## config.mk

```make
export PLATFORM = sky130hd
export DESIGN_NAME = driver_punte_h
export DESIGN_NICKNAME = d
export VERILOG_FILES = /design/src/rtl/driver_punte_h.sv
export SDC_FILE = /design/constraint.sdc
export NUM_CORES = 1
export LEC_CHECK = 0
export ABC_CLOCK_PERIOD_IN_PS = 2800
export BUFFER_PORTS_ARGS = -buffer_cell sky130_fd_sc_hd__buf_4
export CAP_MARGIN = 20
export CORE_UTILIZATION = 45
export DETAILED_ROUTE_END_ITERATION = 10
export GPL_TIMING_DRIVEN = 0
export SETUP_SLACK_MARGIN = 0.1
export SLEW_MARGIN = 0
export SYNTH_ARGS = -nofsm -noshare
export SYNTH_HDL_FRONTEND = slang
export SYNTH_HIERARCHICAL = 1
export SYNTH_SLANG_ARGS = --single-unit
export TNS_END_PERCENT = 50
```

## constraint.sdc

```tcl
create_clock -name clk -period 2.8 [get_ports clk]
set_input_delay 0.14 -clock clk [delete_from_list [all_inputs] [get_ports clk]]
set_output_delay 0.14 -clock clk [all_outputs]
set_load 0.02 [all_outputs]
```

## src/rtl/driver_punte_h.sv

```systemverilog
// Dual-channel H-bridge pin driver: shared packed-BCD PWM counter, commands
// latched at the period boundary, and a dead-time interlock on reversal.

module driver_punte_h_canal #(
  parameter int unsigned DEAD_CYCLES = 16
) (
  input  logic        clk,
  input  logic        rst,
  input  logic [11:0] cnt,
  input  logic        boundary,
  input  logic [1:0]  dir,
  input  logic [11:0] duty,
  output logic        in1,
  output logic        in2,
  output logic        en,
  output logic        dead
);
  localparam logic [2:0] S_COAST = 3'd0;
  localparam logic [2:0] S_FWD   = 3'd1;
  localparam logic [2:0] S_REV   = 3'd2;
  localparam logic [2:0] S_BRAKE = 3'd3;
  localparam logic [2:0] S_DEAD  = 3'd4;

  logic [2:0]  state, pend, dir_st, target;
  logic [7:0]  dead_cnt;
  logic [11:0] duty_lat, duty_san;
  logic        en_pwm, reversal;

  always_comb begin
    dir_st = S_COAST;
    unique case (dir)
      2'b10:   dir_st = S_FWD;
      2'b01:   dir_st = S_REV;
      2'b00:   dir_st = S_BRAKE;
      default: dir_st = S_COAST;
    endcase
  end

  // Invalid BCD digits saturate at 9 so the binary compare stays monotonic.
  always_comb begin
    duty_san[3:0]  = (duty[3:0]  > 4'd9) ? 4'd9 : duty[3:0];
    duty_san[7:4]  = (duty[7:4]  > 4'd9) ? 4'd9 : duty[7:4];
    duty_san[11:8] = (duty[11:8] > 4'd9) ? 4'd9 : duty[11:8];
  end

  always_comb begin
    en_pwm   = (cnt < duty_lat);
    target   = boundary ? dir_st : pend;
    reversal = ((state == S_FWD) && (dir_st == S_REV)) ||
               ((state == S_REV) && (dir_st == S_FWD));
  end

  always_ff @(posedge clk or posedge rst) begin
    if (rst) begin
      state    <= S_COAST;
      pend     <= S_COAST;
      dead_cnt <= '0;
      duty_lat <= '0;
      in1      <= 1'b0;
      in2      <= 1'b0;
      en       <= 1'b0;
      dead     <= 1'b0;
    end else begin
      in1  <= 1'b0;
      in2  <= 1'b0;
      en   <= 1'b0;
      dead <= 1'b0;
      case (state)
        S_FWD:   begin in1 <= 1'b1; en <= en_pwm; end
        S_REV:   begin in2 <= 1'b1; en <= en_pwm; end
        S_BRAKE: en <= 1'b1;
        S_DEAD:  dead <= 1'b1;
        default: ;
      endcase

      if (boundary) duty_lat <= duty_san;

      // Commands arriving during dead time only retarget; the timer always completes.
      if (state == S_DEAD) begin
        if (boundary) pend <= dir_st;
        if (dead_cnt <= 8'd1) state <= target;
        else                  dead_cnt <= dead_cnt - 8'd1;
      end else if (boundary) begin
        if (reversal) begin
          state    <= S_DEAD;
          pend     <= dir_st;
          dead_cnt <= 8'(DEAD_CYCLES);
        end else begin
          state <= dir_st;
        end
      end
    end
  end
endmodule

module driver_punte_h #(
  parameter int unsigned DEAD_CYCLES = 16,
  parameter logic [11:0] PWM_TOP     = 12'h999
) (
  input  logic        clk,
  input  logic        rst,
  input  logic [1:0]  directie_driverA,
  input  logic [1:0]  directie_driverB,
  input  logic [11:0] factor_dc_driverA,
  input  logic [11:0] factor_dc_driverB,
  output logic        in1_A,
  output logic        in2_A,
  output logic        en_A,
  output logic        in1_B,
  output logic        in2_B,
  output logic        en_B,
  output logic        tact_pwm,
  output logic [1:0]  dead_activ
);
  logic [11:0] cnt, cnt_nxt;
  logic        boundary, dead_a, dead_b;

  assign boundary   = (cnt == PWM_TOP);
  assign dead_activ = {dead_b, dead_a};

  always_comb begin
    cnt_nxt = cnt;
    if (cnt[3:0] != 4'd9) begin
      cnt_nxt[3:0] = cnt[3:0] + 4'd1;
    end else begin
      cnt_nxt[3:0] = 4'd0;
      if (cnt[7:4] != 4'd9) begin
        cnt_nxt[7:4] = cnt[7:4] + 4'd1;
      end else begin
        cnt_nxt[7:4]  = 4'd0;
        cnt_nxt[11:8] = (cnt[11:8] != 4'd9) ? cnt[11:8] + 4'd1 : 4'd0;
      end
    end
  end

  always_ff @(posedge clk or posedge rst) begin
    if (rst) begin
      cnt      <= '0;
      tact_pwm <= 1'b0;
    end else begin
      cnt      <= boundary ? '0 : cnt_nxt;
      tact_pwm <= (cnt == '0);
    end
  end

  driver_punte_h_canal #(.DEAD_CYCLES(DEAD_CYCLES)) u_a (
    .clk(clk), .rst(rst), .cnt(cnt), .boundary(boundary),
    .dir(directie_driverA), .duty(factor_dc_driverA),
    .in1(in1_A), .in2(in2_A), .en(en_A), .dead(dead_a)
  );

  driver_punte_h_canal #(.DEAD_CYCLES(DEAD_CYCLES)) u_b (
    .clk(clk), .rst(rst), .cnt(cnt), .boundary(boundary),
    .dir(directie_driverB), .duty(factor_dc_driverB),
    .in1(in1_B), .in2(in2_B), .en(en_B), .dead(dead_b)
  );
endmodule

```

==> results of run 1 <==
worst max path at each step:
stage,startpoint,to,cells past startpoint
floorplan,cnt[5],u_a/dead_cnt[7],11
global placement,cnt[5],u_b/pend[2],11
finish,cnt[1],u_b/dead_cnt[7],11
CTS,cnt[5],u_a/dead_cnt[7],11
detailed placement,cnt[5],u_a/pend[2],11
global route,cnt[1],u_a/dead_cnt[7],11
critical path: cells and delay by family, from the launching register on:
family | cells | cell delay, ps
adders and majority gates | 1 | 170
buffers and inverters | 2 | 280
and+or+nand+nor | 5 | 960
xor gates and xnor gates | 1 | 160
AOI/OAI and AO/OA | 2 | 470
DFF | 1 | 410
state kept, by name (all words and copies together), names as in the netlist, 3 cells and up:
register and count:
cnt 12, u_a/dead_cnt 8, u_a/duty_lat 12, u_a/pend 3, u_a/state 3, u_b/dead_cnt 8
u_b/duty_lat 12, u_b/pend 3, u_b/state 3
per-stage QoR:
stage | cells | worst slack (ps) | area (µm²) | hold slack, ps
CTS | 583 | 100 | 4890 | 38.4
global route | 588 | 103 | 4960 | 39.7
detailed placement | 554 | -486 | 4540 | 237
global placement | 552 | -485 | 4480 | 221
floorplan | 406 | 231 | 4060 | 17.0
finish | 588 | 267 | 4960 | 53.9
kinds of logic after synthesis:
kind of cell             after synthesis  synth area share
AND/OR/NAND/NOR                      116             0.162
multiplexers                          11            0.0277
adder cells (fa/ha/maj)               35             0.108
buffers and inverters                 58            0.0579
flip-flops                            73             0.450
XOR/XNOR                              11            0.0237
AO/OA/AOI/OAI                        102             0.172
cell usage after synthesis, drive strengths merged, types with 6 or more instances:
cell type and instances:
nor3b 9, ha 35, inv 44, xnor2 9, nor2 23, mux2i 9
nand2 31, dfrtp 73, clkbuf 9, a21oi 20, o21ai 38, a31oi 6
nand3 11, o21a 6, nor2b 6, o22ai 13, or3 7
layout make-up:
type | instances | share of cell area
inverter | 44 | 0.0333
clock inverter | 6 | 0.0134
timing repair buffer | 58 | 0.101
buffer | 14 | 0.0149
multi-input combinational | 275 | 0.413
sequential | 73 | 0.369
tap | 108 | 0.0272
clock buffer | 10 | 0.0277
power breakdown:
group	internal (mW)	total (mW)	leakage, nW	switching (mW)
combinational	0.0491	0.0913	1.45	0.0421
sequential	1.05	1.05	0.750	0
clock	0.439	0.850	0.107	0.410
total	1.54	1.99	2.31	0.452
routing by layer:
metal	GRT usage	vias up	wire (µm)
met5	0	-	0
met3	0.0397	8	201
met2	0.341	31	4320
met4	0.0643	0	110
li1	-	1577	-
met1	0.256	1503	4110
repair_timing:
| item | CTS | global route |
|---|---|---|
| setup buffers | 2 | 5 |
| hold buffers | 11 | 0 |
| hold endpoints to repair | 51 | 0 |
| endpoints found under the setup margin | 52 | 32 |
| resized for setup | 9 | 11 |
| pin swaps | 1 | 3 |
==> metrics.cfg, run 1 <==
[synthesis]
seq_area_frac_synth = 0.450
synth_edf_count = 0
netlist_top_cells_area = dfrtp_1 (45%), ha_1 (11%), inv_1 (4.1%)
ys_seq_elements = 73
yosys.area.top_type_share = 0.450
yosysTopAreaCell = dfrtp_1
synth.avg_cell_area_um2 = 10.0
syn_inst = 406
ys.flop_type = dfrtp_1
syn_area_um2 = 4060
syn_nets = 471
synth.distinct_cells = 49
synthArstFlopShare = 1.00
synth_warnings = 6

[detailed_routing]
drt_first_iter_violations = 114
num_vias = 3119
dr.pass1.iters = 4
drcViolationCount = 0
drtAntennaViolNets = 0
wl_um = 8740
via_per_inst = 5.30
wire_per_inst_um = 14.9

[global_routing]
antenna_found_initial = 0
grt_pass1_vias = 3139
grt_usage = 0.201
overflow = 0
grt_max_degree = 20
grt_pass1_wl_um = 15100

[job]
timing.max_cap.violations = 0

[timing]
relSlewSlack = 0.610
worstMarginPinSlew_ps = 585
finalCritPeriodShare = 0.905
final.setup_skew_ps = 6.29
setup_viol = 0
max_freq_ghz = 0.395
hold_viol = 0
grt_setup_unrepaired = false
fin_crit_ps = 2530
setup_tns_ps = 0
slew_viol_final = 0

[worst_setup_path]
cpMaxStageDelayCell = dfrtp_2
path_cells = inv_1, ha_4, nand4_1, or3_1, buf_2, nor2_4, nor2b_1, o21ai_2, a2111oi_4, xnor2_1, nor2_1
cp.arrival_ps = 2770
rrSetupSlack_ps = 270
cp_max_fo = 5
start_kind = register
slowest_delay_ps = 410
endpoint_kind = register
reg2regPathDepth = 11
r2r_start = cnt[1]
crit_type = reg -> reg
crit_required_ps = 3030
rr_endpoint = u_b/dead_cnt[7]

[cells_and_area]
layout_common_cells = dfrtp_1 (69), buf_4 (47), inv_1 (43)
final_core_util = 0.569
final_nets = 540
nFillCells = 764
multi_input_area_um2 = 2050
regArea_um2 = 1830
diodes = 0
area_delta_synth_final_pct = 22.1
drive_above_1_share = 0.204
final_common_cell = dfrtp_1

[floorplan]
start_util = 0.466
ioPinCount = 39
coreArea_um2 = 8720
dieArea_um2 = 9410
rows = 34
die_h_um = 97.0
die_width_um = 97.0

[run_status]
status = completed

[pwr]
power_density_nw_per_um2 = 402
cellLeakagePower_nw = 2.31
peakVddDrop_v = 0.000263
power_mw = 1.99

[min_path]
worstHoldPathType = in -> reg
hold_end = u_a/duty_lat[4]
hold-path-cell-count = 3
min_from = factor_dc_driverA[4]

[clock_tree]
max-clock-path-buffers = 2
cts_tree = done
clk_pin_slew_ps = 80
cts_buffers = 9
clock_sinks = 73
htreeDepth = 3
clockRootBuffer = clkbuf_8
worstSkewPairLatency_ps = 340

[place]
gp_congestion = 0.814
portBuffers = 38
dp_hpwl_um = 6360

Note: power is estimated with default switching activity, not from simulation.
==> run 2: changes to the inputs <==
Settings changed: ABC_AREA set to 1.
==> run 2 against run 1 <==
Compared with the run above:
- maximum frequency is 9.0% higher
- non-clock buffer count decreased by 13
- area after synthesis grew 8.9%
- setup slack improved by 210 ps
- hold slack got worse by 32 ps
- critical path type unchanged
- largest cell class unchanged
- largest power group unchanged
==> metrics.cfg, run 2 <==
[run_status]
status = completed

[pwr]
cellLeakagePower_nw = 2.82
power_density_nw_per_um2 = 416
power_mw = 2.19
peakVddDrop_v = 0.000245

[synthesis]
synth_edf_count = 0
syn_area_um2 = 4420
ys_seq_elements = 73
syn_inst = 545
synth_warnings = 6
synth.avg_cell_area_um2 = 8.12
syn_nets = 610
synthTopCellsByCount = nand2_1 (118), inv_1 (80), dfrtp_1 (73)
ys.flop_type = dfrtp_1
yosysTopAreaCell = dfrtp_1
yosys.area.top_type_share = 0.413
synth.most_common_cell = nand2_1
netlist_top_cells_area = dfrtp_1 (41%), nand2_1 (10%), ha_1 (9.9%)
synthArstFlopShare = 1.00
synth.distinct_cells = 28
seq_area_frac_synth = 0.413

[clock_tree]
postCtsSetupBuffers = 0
clock_sinks = 73
htreeDepth = 3
cts_tree = done
worstSkewPairLatency_ps = 350
clk_pin_slew_ps = 80
clockRootBuffer = clkbuf_8
cts_buffers = 9
max-clock-path-buffers = 2

[floorplan]
start_util = 0.472
die_width_um = 101
rows = 35
dieArea_um2 = 10200
die_h_um = 101
ioPinCount = 39
coreArea_um2 = 9370

[detailed_routing]
drt_first_iter_violations = 106
drtAntennaViolNets = 0
num_vias = 3553
wl_um = 8830
dr.pass1.iters = 4
wire_per_inst_um = 11.9
via_per_inst = 4.81
drcViolationCount = 0

[cells_and_area]
diodes = 0
layout.cells.non_filler = 739
nFillCells = 906
area_delta_synth_final_pct = 19.0
final_nets = 670
layout_common_cells = nand2_1 (118), inv_1 (80), dfrtp_1 (73)
drive_above_1_share = 0.200
final_common_cell = nand2_1
top_regs = cnt (12), u_a/duty_lat (12), u_b/duty_lat (12)

[timing]
max_freq_ghz = 0.431
worstMarginPinSlew_ps = 747
final.setup_skew_ps = 13.3
finalWorstSetupSlack_ps = 477
slew_viol_final = 0
hold_viol = 0
grt_setup_unrepaired = false
relSlewSlack = 0.502
setup_viol = 0
fin_crit_ps = 2320
finalCritPeriodShare = 0.830

[job]
timing.max_cap.violations = 0

[place]
preCtsSetupSlack_ps = -56.2
dpl.cell_count = 714
dp_hpwl_um = 6650
gp_congestion = 0.767
portBuffers = 38

[worst_setup_path]
cp_max_fo = 10
r2r_start = cnt[5]
crit_start = cnt[5]
crit_type = reg -> reg
cp.arrival_ps = 2600
crit_required_ps = 3080
endpoint_kind = register
start_kind = register

[global_routing]
grt_pass1_wl_um = 15300
overflow = 0
grt_usage = 0.191
grt_pass1_vias = 3333
antenna_found_initial = 0
grt_max_degree = 23

[min_path]
worstHoldPathType = in -> reg
min_from = factor_dc_driverB[2]

## run 2: cell types whose count changed in the layout (fill, tap and decap cells not counted), sizes merged, moves of 13 or more
cell | before | now
inv | 45 | 91
nand2 | 31 | 127
nand3 | 11 | 67
nor2 | 23 | 52
o21ai | 38 | 60
o22ai | 13 | 0
## run 2: stage by stage
stage | utilization | hold slack [ps] | setup TNS (ps) | instance area, µm²
2_1_floorplan | - | 17.0 | 0 | 4420
3_3_place_gp | 0.520 | 217 | -62.9 | 4870
3_5_place_dp | 0.526 | 188 | -104 | 4930
4_1_cts | 0.561 | 0.842 | 0 | 5260
5_1_grt | 0.562 | 24.2 | 0 | 5270
6_report | 0.562 | 21.9 | 0 | 5270
## run 2: cell families (layout without fill, tap and decap cells)
| logic type | after synthesis | in the layout | synth area share |
|---|---|---|---|
| AO/OA/AOI/OAI | 80 | 80 | 0.109 |
| XOR/XNOR | 3 | 3 | 0.00594 |
| adder cells (fa/ha/maj) | 35 | 35 | 0.0990 |
| buffers and inverters | 102 | 167 | 0.0967 |
| flip-flops | 73 | 73 | 0.413 |
| AND/OR/NAND/NOR | 252 | 252 | 0.277 |
## run 2: worst max-delay path: stages (launching register included)
cell and delay, ps:
dfrtp_1 440, inv_1 120, ha_1 200, nand3_4 130, nor2_8 180, inv_4 70, nor2_4 270, inv_2 120
buf_2 210, o21ai_1 130, nand2_1 50, o21ai_1 100, nand3_1 110, o21ai_1 100
## run 2: what timing repair did
item / 4_1_cts / 5_1_grt
cloned: 0 / 0
resized for setup: 1 / 1
hold endpoints to repair: 45 / 0
setup endpoints to repair: 20 / 3
hold buffers: 9 / 0
## run 2: routing by layer
| metal | global-route usage | routed length [µm] | vias up |
|---|---|---|---|
| met1 | 0.250 | 4370 | 1637 |
| li1 | - | - | 1865 |
| met2 | 0.314 | 4120 | 43 |
| met3 | 0.0345 | 216 | 8 |
| met5 | 0 | 0 | - |
| met4 | 0.0747 | 119 | 0 |
## run 2: area by class of cell
class / count / area [µm²] / area share
plain buffers: 10 / 70.1 / 0.0133
clock buffers: 10 / 128 / 0.0242
clock inverters: 6 / 115 / 0.0219
inverters: 92 / 358 / 0.0679
multi-input cells: 370 / 2180 / 0.413
flip-flops and latches: 73 / 1830 / 0.347
well taps: 129 / 161 / 0.0306
repair buffers: 49 / 430 / 0.0817
## run 2: power breakdown
group	total, mW	internal (mW)	leakage [nW]	switching [mW]
Sequential	1.07	1.06	0.828	0.00315
Clock	1.02	0.597	0.117	0.420
Combinational	0.109	0.0549	1.87	0.0540
## run 2: final timing paths
check                      depth (start not counted)  slack, ps         endpoint
hold / removal                                     3         20  u_b/duty_lat[2]
setup / recovery                                  13        480     u_a/state[0]
setup reg to reg                                  13        480     u_a/state[0]
max in group asynchronous                          4       1770  u_b/dead_cnt[3]
min in group asynchronous                          3        360  u_a/duty_lat[9]
hold reg to reg                                    2        510           u_b/en
==> run 3: changes to the inputs <==
Settings changed: ABC_CLOCK_PERIOD_IN_PS 2800 to 2000, PLACE_DENSITY set to 0.65.
Clock period 2.8 ns to 2 ns, I/O delays scaled along.
==> run 3 against run 2 <==
Compared with the run above:
- final area increased by 4.7%
- flip-flop and latch count unchanged
- first-iteration DRC count is 25% higher
- wire length increased by 7.9%
- setup slack lost 420 ps
- global-route usage is 1.3 points higher
- cell count up 3.0%
- critical endpoint is now u_b/state[0]
- largest cell class unchanged
- highest routed layer unchanged
==> metrics.cfg, run 3 (synthesis results as in run 2) <==
[worst_setup_path]
start_kind = register
cpMaxStageDelayCell = dfrtp_2
r2r_start = cnt[0]
slowest_delay_ps = 470
rr_endpoint = u_b/state[0]
crit_required_ps = 2270
reg2regPathDepth = 12
path_cells = ha_4, nand3_4, nor2_8, inv_6, nor2_4, inv_4, buf_8, o21ai_2, nand2_1, o21ai_2, nand3_1, o21ai_1
cp_top_family = simple AND/OR/NAND/NOR gates
worst-path-buf-inv = 3
crit_start = cnt[0]
cpMostUsedCell = o21ai_2
cp.arrival_ps = 2210
rrSetupSlack_ps = 60
cp_max_fo = 9
endpoint_kind = register
crit_type = reg -> reg

[floorplan]
start_util = 0.472
ioPinCount = 39
die_width_um = 101
coreArea_um2 = 9370
dieArea_um2 = 10200
die_h_um = 101
rows = 35

[timing]
setup_viol = 0
grt_setup_unrepaired = true
setup_tns_ps = 0
final.setup_skew_ps = 10.9
whs_ps = 22.0
max_freq_ghz = 0.514
finalCritPeriodShare = 0.972
slew_viol_final = 0
fin_crit_ps = 1940
relSlewSlack = 0.564
worstMarginPinSlew_ps = 653
hold_viol = 0

[global_routing]
grt_pass1_wl_um = 16200
grt_pass1_vias = 3551
grt_max_degree = 23
overflow = 0
grt_usage = 0.204
antenna_found_initial = 0

[detailed_routing]
wl_um = 9520
wl_met2_um = 4660
drtAntennaViolNets = 0
wl_met1_um = 4480
wire_per_inst_um = 12.5
dr.pass1.iters = 4
top_layer_used = met4
via_per_inst = 4.96
drt_first_iter_violations = 132
wl_met3_um = 299
num_vias = 3778
drcViolationCount = 0

[job]
timing.max_cap.violations = 0

[place]
dp_hpwl_um = 6800
gp_congestion = 0.805
portBuffers = 38
placed_area_um2 = 4940
dpl.cell_count = 714

[pwr]
peakVddDrop_v = 0.000291
power_density_nw_per_um2 = 495
cellLeakagePower_nw = 2.92
power_mw = 2.73

[min_path]
hold_end = u_b/duty_lat[6]
hold-path-cell-count = 3
worstHoldPathType = in -> reg
min_from = factor_dc_driverB[6]

[clock_tree]
clock_sinks = 73
worstSkewPairLatency_ps = 340
clockRootBuffer = clkbuf_8
cts_buffers = 9
max-clock-path-buffers = 2
clk_pin_slew_ps = 80
cts_tree = done
htreeDepth = 3

[cells_and_area]
top_regs = cnt (12), u_a/duty_lat (12), u_b/duty_lat (12)
diodes = 0
final_nets = 692
final_cell_area_um2 = 5520
layout.cells.non_filler = 761
layout_common_cells = nand2_1 (118), inv_1 (78), dfrtp_1 (67)
drive_above_1_share = 0.253
final_common_cell = nand2_1
area_delta_synth_final_pct = 24.7

[run_status]
status = completed

-- run 3: cell count changes in the layout (fill, tap and decap cells not counted), moves of 3 or more --
| cell | change |
|---|---|
| dfrtp_1 | -6 |
| buf_4 | +15 |
| dfrtp_2 | +6 |
| o21ai_0 | -4 |
| bufinv_16 | -3 |
| nand3_1 | -3 |
| o21ai_2 | +3 |
| nor2_1 | -3 |
| dlygate4sd3_1 | +6 |
-- run 3: worst max-delay path by stage --
stage          cells past startpoint  slack (ps)           end
2_1_floorplan                     13         100  u_a/state[0]
3_3_place_gp                      13        -230  u_b/state[0]
3_5_place_dp                      13        -260  u_b/state[0]
4_1_cts                           13          50  u_b/state[0]
5_1_grt                           13         -50  u_b/state[0]
6_report                          12          60  u_b/state[0]
-- run 3: cell type report --
class,instances,area [µm²]
flip-flops and latches,73,1830
inverters,92,365
multi-input cells,370,2260
clock buffers,12,155
fillers,869,3860
clock inverters,4,27.5
plain buffers,10,92.6
well taps,129,161
repair buffers,71,614
-- run 3: layer usage --
layer / track usage / up-vias
li1: - / 1918
met1: 0.266 / 1787
met2: 0.340 / 67
met3: 0.0421 / 6
met4: 0.0647 / 0
met5: 0 / -
-- run 3: tightest hold or removal path: cells and delay by family --
kind,cells,cell delay [ps]
simple gates,1,70
buf+inv,1,90
compound gates,1,70
-- run 3: power breakdown --
part | switching (mW) | internal (mW) | total, mW
clock | 0.555 | 0.517 | 1.07
sequential | 0.00433 | 1.49 | 1.49
combinational | 0.0813 | 0.0862 | 0.168
-- run 3: what timing repair did --
| action | in CTS | in global routing |
|---|---|---|
| setup buffers | 10 | 6 |
| pin swaps | 3 | 4 |
| endpoints found under the setup margin | 52 | 40 |
| hold buffers | 15 | 0 |
| hold endpoints to repair | 47 | 0 |
| resized for setup | 12 | 27 |
-- run 3: through the flow --
step / utilization / worst slack [ps]
floorplan: - / 101
global placement: 0.522 / -233
detailed placement: 0.528 / -258
CTS: 0.575 / 46.8
global route: 0.589 / -45.1
finish: 0.589 / 55.6
